**src/rtl/jt51_timer_ctrl_if.sv**
```systemverilog
// CPU write bus for the JT51 timer control stage: strobes, address select, data and status.
interface jt51_timer_ctrl_if;
   logic       cs_n;
   logic       wr_n;
   logic       a0;
   logic [7:0] din;
   logic [7:0] dout;
   logic       busy;

   modport master (output cs_n, output wr_n, output a0, output din, input dout, input busy);
   modport slave  (input cs_n, input wr_n, input a0, input din, output dout, output busy);
endinterface

```
**src/rtl/jt51_timer_ctrl.sv**
```systemverilog
// JT51 timer control: decodes CPU writes to 0x10/0x11/0x12/0x14, tracks write-busy,
// builds the status byte and, when JT51_CSM_EN is defined, the CSM key-on request.
module jt51_timer_ctrl #(
   parameter int BUSY_CNT = 64
) (
   input  logic             clk,
   input  logic             rst,
   input  logic             cen,
   input  logic             zero,
   jt51_timer_ctrl_if.slave bus,
   input  logic             flag_A,
   input  logic             flag_B,
   input  logic             overflow_A,
   output logic [9:0]       value_A,
   output logic [7:0]       value_B,
   output logic             load_A,
   output logic             load_B,
   output logic             clr_flag_A,
   output logic             clr_flag_B,
   output logic             enable_irq_A,
   output logic             enable_irq_B,
   output logic             csm_keyon
);

   typedef enum logic {
      ST_IDLE = 1'b0,
      ST_BUSY = 1'b1
   } busy_state_t;

   localparam logic [6:0] BUSY_LOAD = 7'(BUSY_CNT);

   busy_state_t state_r;
   busy_state_t state_s;
   logic [6:0]  cnt_r;
   logic [6:0]  cnt_s;
   logic        we_s;
   logic        we_l_r;
   logic        accept_s;
   logic        data_ok_s;
   logic [7:0]  addr_r;
   logic [7:0]  dout_r;
   logic [9:0]  value_a_r;
   logic [7:0]  value_b_r;
   logic        load_a_r;
   logic        load_b_r;
   logic        clr_a_r;
   logic        clr_b_r;
   logic        irq_a_r;
   logic        irq_b_r;

   // Only the first edge of a low strobe counts, so a long strobe acts once.
   assign we_s      = ~bus.cs_n & ~bus.wr_n;
   assign accept_s  = we_s & ~we_l_r;
   assign data_ok_s = accept_s & bus.a0 & (state_r == ST_IDLE);

   // Strobe history and address latch; address writes are taken even while busy.
   always_ff @(posedge clk or posedge rst) begin
      if (rst) begin
         we_l_r <= 1'b0;
         addr_r <= 8'h00;
      end else begin
         we_l_r <= we_s;
         if (accept_s && !bus.a0) addr_r <= bus.din;
      end
   end

   // Busy state and countdown register.
   always_ff @(posedge clk or posedge rst) begin
      if (rst) begin
         state_r <= ST_IDLE;
         cnt_r   <= 7'd0;
      end else begin
         state_r <= state_s;
         cnt_r   <= cnt_s;
      end
   end

   // Busy next state: load on an accepted data write, count down on cen, drop at 1.
   always_comb begin
      state_s = state_r;
      cnt_s   = cnt_r;
      case (state_r)
         ST_IDLE: begin
            if (data_ok_s) begin
               state_s = ST_BUSY;
               cnt_s   = BUSY_LOAD;
            end else begin
               state_s = ST_IDLE;
            end
         end
         ST_BUSY: begin
            if (cen) begin
               cnt_s = cnt_r - 7'd1;
               if (cnt_r == 7'd1) state_s = ST_IDLE;
               else               state_s = ST_BUSY;
            end else begin
               state_s = ST_BUSY;
            end
         end
         default: begin
            state_s = ST_IDLE;
            cnt_s   = 7'd0;
         end
      endcase
   end

   // Timer register file; flag clears are one-clk pulses independent of cen.
   always_ff @(posedge clk or posedge rst) begin
      if (rst) begin
         value_a_r <= 10'd0;
         value_b_r <= 8'd0;
         load_a_r  <= 1'b0;
         load_b_r  <= 1'b0;
         clr_a_r   <= 1'b0;
         clr_b_r   <= 1'b0;
         irq_a_r   <= 1'b0;
         irq_b_r   <= 1'b0;
      end else begin
         clr_a_r <= 1'b0;
         clr_b_r <= 1'b0;
         if (data_ok_s) begin
            case (addr_r)
               8'h10: value_a_r[9:2] <= bus.din;
               8'h11: value_a_r[1:0] <= bus.din[1:0];
               8'h12: value_b_r      <= bus.din;
               8'h14: begin
                  clr_b_r  <= bus.din[5];
                  clr_a_r  <= bus.din[4];
                  irq_b_r  <= bus.din[3];
                  irq_a_r  <= bus.din[2];
                  load_b_r <= bus.din[1];
                  load_a_r <= bus.din[0];
               end
               default: ;
            endcase
         end
      end
   end

   // Status byte, one clk behind busy and the timer flags.
   always_ff @(posedge clk or posedge rst) begin
      if (rst) dout_r <= 8'h00;
      else     dout_r <= {state_r == ST_BUSY, 5'b00000, flag_B, flag_A};
   end

`ifdef JT51_CSM_EN
   logic csm_r;
   logic keyon_r;

   // Key-on is re-evaluated every zero tick; csm_r is read before a same-edge 0x14 write.
   always_ff @(posedge clk or posedge rst) begin
      if (rst) begin
         csm_r   <= 1'b0;
         keyon_r <= 1'b0;
      end else begin
         if (cen && zero) keyon_r <= overflow_A & csm_r;
         if (data_ok_s && (addr_r == 8'h14)) csm_r <= bus.din[7];
      end
   end

   assign csm_keyon = keyon_r;
`else
   logic unused_csm_s;

   assign unused_csm_s = &{1'b0, zero, overflow_A};
   assign csm_keyon    = 1'b0;
`endif

   assign bus.busy     = (state_r == ST_BUSY);
   assign bus.dout     = dout_r;
   assign value_A      = value_a_r;
   assign value_B      = value_b_r;
   assign load_A       = load_a_r;
   assign load_B       = load_b_r;
   assign clr_flag_A   = clr_a_r;
   assign clr_flag_B   = clr_b_r;
   assign enable_irq_A = irq_a_r;
   assign enable_irq_B = irq_b_r;

endmodule

```
**src/flat_wrapper.sv**
```systemverilog
// flat-port wrapper written by rule: the top's interface ports become plain ports
module jt51_timer_ctrl_flat 
#(
   parameter int BUSY_CNT = 64
)
  (clk, rst, cen, zero, flag_A, flag_B, overflow_A, value_A, value_B, load_A, load_B, clr_flag_A, clr_flag_B, enable_irq_A, enable_irq_B, csm_keyon, bus_cs_n, bus_wr_n, bus_a0, bus_din, bus_dout, bus_busy);
  jt51_timer_ctrl_if bus_i ();
  input  logic clk;
  input  logic rst;
  input  logic cen;
  input  logic zero;
  input  logic flag_A;
  input  logic flag_B;
  input  logic overflow_A;
  output logic [9:0] value_A;
  output logic [7:0] value_B;
  output logic load_A;
  output logic load_B;
  output logic clr_flag_A;
  output logic clr_flag_B;
  output logic enable_irq_A;
  output logic enable_irq_B;
  output logic csm_keyon;
  input wire logic [$bits(bus_i.cs_n)-1:0] bus_cs_n;
  input wire logic [$bits(bus_i.wr_n)-1:0] bus_wr_n;
  input wire logic [$bits(bus_i.a0)-1:0] bus_a0;
  input wire logic [$bits(bus_i.din)-1:0] bus_din;
  output wire logic [$bits(bus_i.dout)-1:0] bus_dout;
  output wire logic [$bits(bus_i.busy)-1:0] bus_busy;
  assign bus_i.cs_n = bus_cs_n;
  assign bus_i.wr_n = bus_wr_n;
  assign bus_i.a0 = bus_a0;
  assign bus_i.din = bus_din;
  assign bus_dout = bus_i.dout;
  assign bus_busy = bus_i.busy;
  jt51_timer_ctrl #(.BUSY_CNT(BUSY_CNT)) u_core (.clk(clk), .rst(rst), .cen(cen), .zero(zero), .bus(bus_i), .flag_A(flag_A), .flag_B(flag_B), .overflow_A(overflow_A), .value_A(value_A), .value_B(value_B), .load_A(load_A), .load_B(load_B), .clr_flag_A(clr_flag_A), .clr_flag_B(clr_flag_B), .enable_irq_A(enable_irq_A), .enable_irq_B(enable_irq_B), .csm_keyon(csm_keyon));
endmodule
```
**config.mk**
```make
export PLATFORM = sky130hd
export DESIGN_NAME = jt51_timer_ctrl_flat
export DESIGN_NICKNAME = d
export VERILOG_FILES = /design/src/rtl/jt51_timer_ctrl_if.sv /design/src/rtl/jt51_timer_ctrl.sv /design/src/flat_wrapper.sv
export SDC_FILE = /design/constraint.sdc
export NUM_CORES = 1
export LEC_CHECK = 0
export CORE_UTILIZATION = 44
export CTS_BUF_LIST = sky130_fd_sc_hd__clkbuf_8
export DETAILED_ROUTE_END_ITERATION = 10
export GPL_ROUTABILITY_DRIVEN = 1
export PLACE_DENSITY_LB_ADDON = 0.12
export SYNTH_ARGS = -nofsm -noshare
export SYNTH_HDL_FRONTEND = slang
export SYNTH_SLANG_ARGS = --single-unit
```
**constraint.sdc**
```tcl
create_clock -name clk -period 1.58 [get_ports clk]
set_input_delay 0.237 -clock clk [delete_from_list [all_inputs] [get_ports clk]]
set_output_delay 0.237 -clock clk [all_outputs]
set_load 0.01 [all_outputs]
```
Word level (Yosys, flattened, before mapping)
Index checks and enable logic that the tools add are counted.
{"block": "word_totals", "ram_bits": 0, "latchBits": 0, "word_cells": 48, "n_memories": 0, "ff_bits": 44, "out_inout_bits": 34, "mem_bits_ro": 0}
{"block": "op_classes", "muxes": 11, "n_reduce_logical": 7, "n_eq_ne": 7, "n_lt_le_gt_ge": 0, "multipliers": 0, "shifts": 0, "bitwise_logic": 8, "addsub": 1, "div_mod_pow": 0}
{"op": "$eq 8x5->1 const B", "n": 4}
{"op": "$mux 7", "n": 2}
{"op": "$pmux 7 s2", "n": 1}
{"op": "$reduce_and 2->1", "n": 5}
{"op": "$eq 7x1->1 const B", "n": 1}
{"op": "$mux 1", "n": 7}
{"op": "$sub 7x1->7 const B", "n": 1}
{"op": "$and 1x1->1", "n": 4}
{"op": "$not 1->1", "n": 4}
{"op": "$ne 2x1->1 const B", "n": 1}
{"op": "$ne 2x2->1 const B", "n": 1}
{"op": "$pmux 1 s2", "n": 1}
{"op": "$logic_and 1x1->1", "n": 1}
{"op": "$logic_not 1->1", "n": 1}

Logic depth before layout (Yosys ltp)
Gate-level depths: netlist of run 1.
{"block": "logic_depth", "word_depth": 7, "ltp_mapped": 5, "depth_no_buf": 5}

Least setup slack after synthesis of run 1
Ideal clock, no wire load.
{"block": "synth_timing", "kind": "register to register", "startpoint": "register u_core.addr_r[7]", "endpoint": "register u_core.irq_a_r (netlist: u_core.enable_irq_A)", "path_stages_with_launch": 5, "setup_ns": 0.125, "setup_slack_ns": 0.056, "period_less_slack_ns": 1.524, "arrival_time_ns": 1.399, "cell_sequence": "dfrtp_1 -> nor4b_4 -> and4_1 -> buf_4 -> mux2_2"}
{"block": "synth_between", "elab_chain_len": 2}
{"element": "start: declaration", "line": "jt51_timer_ctrl.sv:40", "text": "logic [7:0] addr_r;"}
{"element": "start signal: assignment", "line": "jt51_timer_ctrl.sv:63", "text": "if (accept_s && !bus.a0) addr_r <= bus.din;"}
{"element": "$eq 8x5->1", "line": "jt51_timer_ctrl.sv:122", "text": "case (addr_r)"}
{"element": "$reduce_and 2->1 (no line)"}
{"element": "end signal: assignment", "line": "jt51_timer_ctrl.sv:130", "text": "irq_a_r <= bus.din[2];"}
{"element": "end: declaration", "line": "jt51_timer_ctrl.sv:48", "text": "logic irq_a_r;"}
Every way passes these cells.
A chain may end at the register's enable or synchronous reset.

Worst setup path after layout of run 1
{"block": "layout_timing", "startpoint": "register u_core.addr_r[7]", "endpoint": "register u_core.value_a_r[4] (netlist: u_core.value_A[4])"}
{"block": "layout_between", "elab_chain_len": 2}
{"element": "$eq 8x5->1", "line": "jt51_timer_ctrl.sv:122"}
{"element": "$reduce_and 2->1 (no line)"}
{"element": "end signal: assignment", "line": "jt51_timer_ctrl.sv:123", "text": "8'h10: value_a_r[9:2] <= bus.din;"}
{"element": "end: declaration", "line": "jt51_timer_ctrl.sv:42", "text": "logic [9:0] value_a_r;"}
Every way passes these cells.

==> flow_summary.yaml, run 1 <==
placement:
  dp_cells: 234
  port_buffers: 43
  dp_hpwl_mm: 2.639
  gp_congestion: 0.6832
yosys:
  ys_seq_area_share_pct: 58.98
  syn_inst: 130
  syn_area_per_cell_um2: 14.36
  synth_area_leader_cell: "dfrtp_1"
  yosysMostFrequentCell: "dfrtp_1"
  netlist_top_cells_count: "44 x dfrtp_1, 28 x mux2_2, 7 x buf_4"
  synth_area_leaders: "dfrtp_1 59%, mux2_2 17%, buf_4 2.8%"
  synth_top_area_share_pct: 58.98
  synthFlopType: "dfrtp_1"
  synth_edf_count: 0
  syn_area_um2: 1867
  yosys_warnings: 0
  ys_seq_elements: 44
  ys_async_sr_fraction_pct: 100.0
  synthDistinctLibCells: 36
sta:
  post-route-period-util_pct: 98.36
  slew_violations: 0
  rsz0062_at_grt: "yes"
  fin_skew_ns: 0.004864
  fmax_mhz: 643.5
  fin_hold_ws_ns: 0.2863
  fin_setup_tns_ns: 0
  hold_viol: 0
  finalSetupViolations: 0
  min_period_ns: 1.554
power:
  leakagePower_nw: 1.208
  power_w: 0.002901
  vdd_ir_drop_max_mv: 0.8851
  power_per_cell_area_nw_per_um2: 1097
worst_setup_path:
  cp.required_ns: 1.75
  critPathMaxStageDelay_ns: 0.41
  crit_arrival_ns: 1.73
  reg2reg_slack_ns: 0.03
  worstPathMaxFanout: 6
  end_kind: "flop"
  crit_family: "simple AND/OR/NAND/NOR gates"
  r2r_start: "u_core.addr_r[7]$_DFFE_PP0P_"
  crit_chain: "nor4b_4, buf_4, nand4_4, buf_6, mux2_2"
  critPathBufInv: 2
  reg2reg_depth: 5
  worst_path_max_delay_cell: "dfrtp_1"
  path_class: "flop to flop"
  crit_path_start_kind: "flop"
  timing.rr.end: "u_core.value_A[4]$_DFFE_PP0P_"
floorplanning:
  die_w_um: 67.14
  num_io_pins: 52
  fp.dieH_um: 67.14
  rows: 23
  start_util_pct: 46.34
  core-area_um2: 4029
  die_area_um2: 4507
cells_and_area:
  nNetsFinal: 212
  drive_above_1_share_pct: 35.75
  instances_no_fill: 243
  antenna_cells: 0
  syn_to_final_growth_pct: 41.62
  final_core_util_pct: 65.62
  fillers: 305
global_routing:
  grt_antenna_before_repair: 0
  grt_max_degree: 45
  overflow: 0
  grt_pass1_wl_mm: 6.320
  track_usage_pct: 19.66
  grt_pass1_vias: 1300
job:
  cap_violations: 0
clock_network:
  numClockSinks: 44
  cts_buffers: 5
  clock_latency_ns: 0.29
  cts_tree: "done"
  clock-root-buffer: "clkbuf_8"
  path_clk_slew_ns: 0.08
  ctsHtreeMaxLevel: 2
  cts.path.max_buffers: 2
outcome:
  outcome: "completed"
worst_hold_path:
  worstHoldPathType: "input pin to asynchronous set/reset pin"
drt:
  antenna_left: 0
  first_pass_iters: 4
  routed_wl_mm: 3.757
  wl_per_cell_um: 15.46
  drc: 0
  drt_iter0_drc: 31
  vias: 1237
  vias_per_cell: 5.091
==> flip-flops by register name (all words and copies together), names as in the netlist <==
register	cells
u_core.enable_irq_A	1
u_core.load_B	1
u_core.cnt_r	7
u_core.value_A	10
u_core.clr_flag_A	1
u_core.clr_flag_B	1
u_core.bus.dout	3
u_core.enable_irq_B	1
u_core.bus.busy	1
u_core.value_B	8
u_core.addr_r	8
u_core.load_A	1
u_core.we_l_r	1
==> timing repair <==
item                                    in CTS  in global routing
cloned                                       0                  0
endpoints found under the setup margin      11                 24
pin swaps                                    1                  2
hold buffers                                 0                  0
setup buffers                                1                  0
resized for setup                            7                 14
==> power by group <==
group	switching (W)	internal, W	total [W]
logic	0.000311	0.000399	0.000710
clock network	0.000357	0.000349	0.000706
registers	0.000181	0.00130	0.00148
==> worst max-delay path by stage <==
stage	slack (ns)	from	depth (start not counted)	end
5_1_grt	-0.05	bus_wr_n	6	u_core.value_B[2]$_DFFE_PP0P_
3_3_place_gp	-0.33	bus_wr_n	4	u_core.enable_irq_B$_DFFE_PP0P_
2_1_floorplan	0.06	u_core.addr_r[7]$_DFFE_PP0P_	4	u_core.enable_irq_A$_DFFE_PP0P_
4_1_cts	0.0002	u_core.addr_r[6]$_DFFE_PP0P_	5	u_core.value_A[4]$_DFFE_PP0P_
3_5_place_dp	-0.32	bus_wr_n	4	u_core.enable_irq_A$_DFFE_PP0P_
6_report	0.03	u_core.addr_r[7]$_DFFE_PP0P_	5	u_core.value_A[4]$_DFFE_PP0P_
==> kinds of logic after synthesis <==
| kind of cell | synth area share [%] |
|---|---|
| fa+ha+maj | 1.340 |
| flops | 58.98 |
| mux | 19.17 |
| buf+inv | 3.686 |
| simple gates | 12.80 |
| xor+xnor | 0.4693 |
| other cells | 0.2009 |
| compound gates | 3.352 |
==> stage by stage <==
step | instance area (um^2) | setup slack, ns
2_1_floorplan | 1886 | 0.05603
3_3_place_gp | 2451 | -0.3321
3_5_place_dp | 2451 | -0.3218
4_1_cts | 2582 | 0.0001668
5_1_grt | 2644 | -0.04786
6_report | 2644 | 0.02588
==> tightest hold or removal path, delay by kind of cell <==
kind	cells	cell delay [ns]
buffers and inverters	3	0.71
==> layer usage <==
| metal | up-vias | track usage, % | part of all wire [%] |
|---|---|---|---|
| met5 | - | 0 | 0 |
| met4 | 0 | 10.64 | 1.4 |
| met3 | 4 | 5.743 | 3.5 |
| met2 | 29 | 32.38 | 56 |
| met1 | 625 | 22.98 | 39 |
| li1 | 579 | - | - |
==> final cells by class <==
cell class	instances	area, um^2	area share, %
inverters	3	11.26	0.4259
well taps	50	62.56	2.366
clock buffers	6	82.58	3.124
flip-flops and latches	44	1105	41.79
repair buffers	58	581.8	22.01
clock inverters	2	10.01	0.3786
multi-input cells	80	790.8	29.91
==> cells in the final DEF (no fill, tap or decap), types with 2 or more instances in the layout <==
cell type,count
buf_4,10
nand4_4,2
mux2_4,3
o21ai_0,3
conb_1,6
dfrtp_2,3
ha_1,2
nand2_1,2
mux2_2,26
clkdlybuf4s50_1,42
clkinv_2,2
nor2_1,2
clkbuf_8,6
buf_6,3
and2_1,2
mux2i_1,2
buf_12,2
nor4b_4,3
dfrtp_1,41
a21oi_1,2
nor4_1,2
inv_1,2
Note: power is estimated with default switching activity, not from simulation.
==> run 2: changes to the inputs <==
- ABC_CLOCK_PERIOD_IN_PS: unset -> 1580
==> results of run 2 <==
Final layout, timing and power as in run 1 (identical DEF).
==> run 3: changes to the inputs <==
- TNS_END_PERCENT: unset -> 50
==> run 3 against run 2 <==
Against the previous run: non-clock buffer count stayed put; sequential share of layout area is 0.29 points higher; cell count stayed put; combinational power is 0.8% lower; critical endpoint is now u_core.value_A[5]$_DFFE_PP0P_; largest cell class unchanged.
==> flow_summary.yaml, run 3 (same netlist as run 1, synthesis figures left out) <==
placement:
  pre_cts_ws_ns: -0.3218
  gp_congestion: 0.6832
  port_buffers: 43
  dp_hpwl_mm: 2.639
worst_setup_path:
  crit_arrival_ns: 1.73
  path_class: "flop to flop"
  worstPathMaxFanout: 6
  critPathBufInv: 2
  reg2reg_depth: 5
  crit_chain: "nor4b_4, buf_4, nand4_4, buf_6, mux2_2"
  worst_path_max_delay_cell: "dfrtp_1"
  critPathMaxStageDelay_ns: 0.41
  cp.depth: 5
  crit_family: "simple AND/OR/NAND/NOR gates"
  cp.required_ns: 1.76
  end_kind: "flop"
  crit_path_start_kind: "flop"
drt:
  routed_wl_mm: 3.751
  drc: 0
  vias_per_cell: 5.111
  antenna_left: 0
  first_pass_iters: 4
  drt_iter0_drc: 27
  vias: 1242
  wl_per_cell_um: 15.44
cells_and_area:
  antenna_cells: 0
  final_cell_mix: "42 x clkdlybuf4s50_1, 42 x dfrtp_1, 28 x mux2_2"
  drive_above_1_share_pct: 34.72
  fillers: 309
  syn_to_final_growth_pct: 40.48
  nNetsFinal: 212
  largest_reg_flops: 10
power:
  leakagePower_nw: 1.202
  vdd_ir_drop_max_mv: 0.6876
  power_w: 0.002890
  power_per_cell_area_nw_per_um2: 1102
global_routing:
  grt_antenna_before_repair: 0
  grt_pass1_wl_mm: 6.306
  grt_max_degree: 45
  track_usage_pct: 19.62
  overflow: 0
  grt_pass1_vias: 1296
clock_network:
  path_clk_slew_ns: 0.08
  cts.path.max_buffers: 2
  cts_tree: "done"
  clock-root-buffer: "clkbuf_8"
  ctsHtreeMaxLevel: 2
  numClockSinks: 44
  clock_latency_ns: 0.29
  ctsHoldBuffers: 0
  cts_buffers: 5
sta:
  fin_setup_tns_ns: 0
  post-route-period-util_pct: 98.24
  rsz0062_at_grt: "yes"
  min_period_ns: 1.552
  finalSetupViolations: 0
  fin_skew_ns: 0.004058
  layout_setup_ws_ns: 0.02780
  slew_violations: 0
  fin_hold_ws_ns: 0.2825
  fmax_mhz: 644.2
  hold_viol: 0
floorplanning:
  start_util_pct: 46.34
  fp.dieH_um: 67.14
  die_area_um2: 4507
  core-area_um2: 4029
  rows: 23
  num_io_pins: 52
  die_w_um: 67.14
job:
  cap_violations: 0
outcome:
  outcome: "completed"
worst_hold_path:
  worstHoldPathType: "input pin to asynchronous set/reset pin"
run 3: cell count changes in the layout (fill, tap and decap cells not counted):
cell / change
mux2_4: -3
mux2_2: +2
dfrtp_1: +1
dfrtp_2: -1
mux2_1: +1
nor4b_2: +1
nor4b_4: -1
run 3: worst register-to-register path, stage by stage, from the launching register on:
cell     delay (ns)
dfrtp_1        0.41
nor4b_4        0.31
buf_4          0.19
nand4_4        0.10
buf_6          0.16
mux2_2         0.27
run 3: metal layers:
| layer | GRT usage [%] | part of all wire, % | up-vias |
|---|---|---|---|
| met5 | 0 | 0 | - |
| met4 | 10.64 | 1.9 | 0 |
| met2 | 32.38 | 56 | 31 |
| li1 | - | - | 582 |
| met1 | 22.87 | 39 | 621 |
| met3 | 5.743 | 3.6 | 8 |
run 3: layout make-up:
type	instances	area [um^2]	share of cell area, %
flip-flops and latches	44	1104	42.08
repair buffers	58	581.8	22.19
inverters	3	11.26	0.4294
well taps	50	62.56	2.385
multi-input cells	80	770.7	29.39
clock buffers	6	82.58	3.149
clock inverters	2	10.01	0.3817
run 3: report_power, final:
part / internal, W / switching [W] / total, W
combinational: 0.000393 / 0.000310 / 0.000704
sequential: 0.00130 / 0.000177 / 0.00148
clock: 0.000349 / 0.000359 / 0.000708
total: 0.00204 / 0.000846 / 0.00289
run 3: timing repair:
action	4_1_cts	5_1_grt
setup endpoints to repair	11	24
pin swaps	1	2
gates resized for setup	6	10
setup buffers	1	0
run 3: through the flow:
| stage | cell area [um^2] | utilization (%) | std cells |
|---|---|---|---|
| floorplan | 1886 | - | 135 |
| global placement | 2451 | 60.84 | 234 |
| detailed placement | 2451 | 60.84 | 234 |
| CTS | 2574 | 63.88 | 243 |
| global route | 2623 | 65.09 | 243 |
| finish | 2623 | 65.09 | 243 |
run 3: path summary, 6_finish.rpt:
kind | from | end | slack (ns)
setup / recovery | u_core.addr_r[7]$_DFFE_PP0P_ | u_core.value_A[5]$_DFFE_PP0P_ | 0.03
max in group asynchronous | rst | u_core.addr_r[1]$_DFFE_PP0P_ | 1.07
min in group clk | flag_A | u_core.bus.dout[0]$_DFF_PP0_ | 0.38
hold reg to reg | u_core.load_B$_DFFE_PP0P_ | u_core.load_B$_DFFE_PP0P_ | 0.50
hold / removal | rst | u_core.clr_flag_A$_DFF_PP0_ | 0.28
setup reg to reg | u_core.addr_r[7]$_DFFE_PP0P_ | u_core.value_A[5]$_DFFE_PP0P_ | 0.03
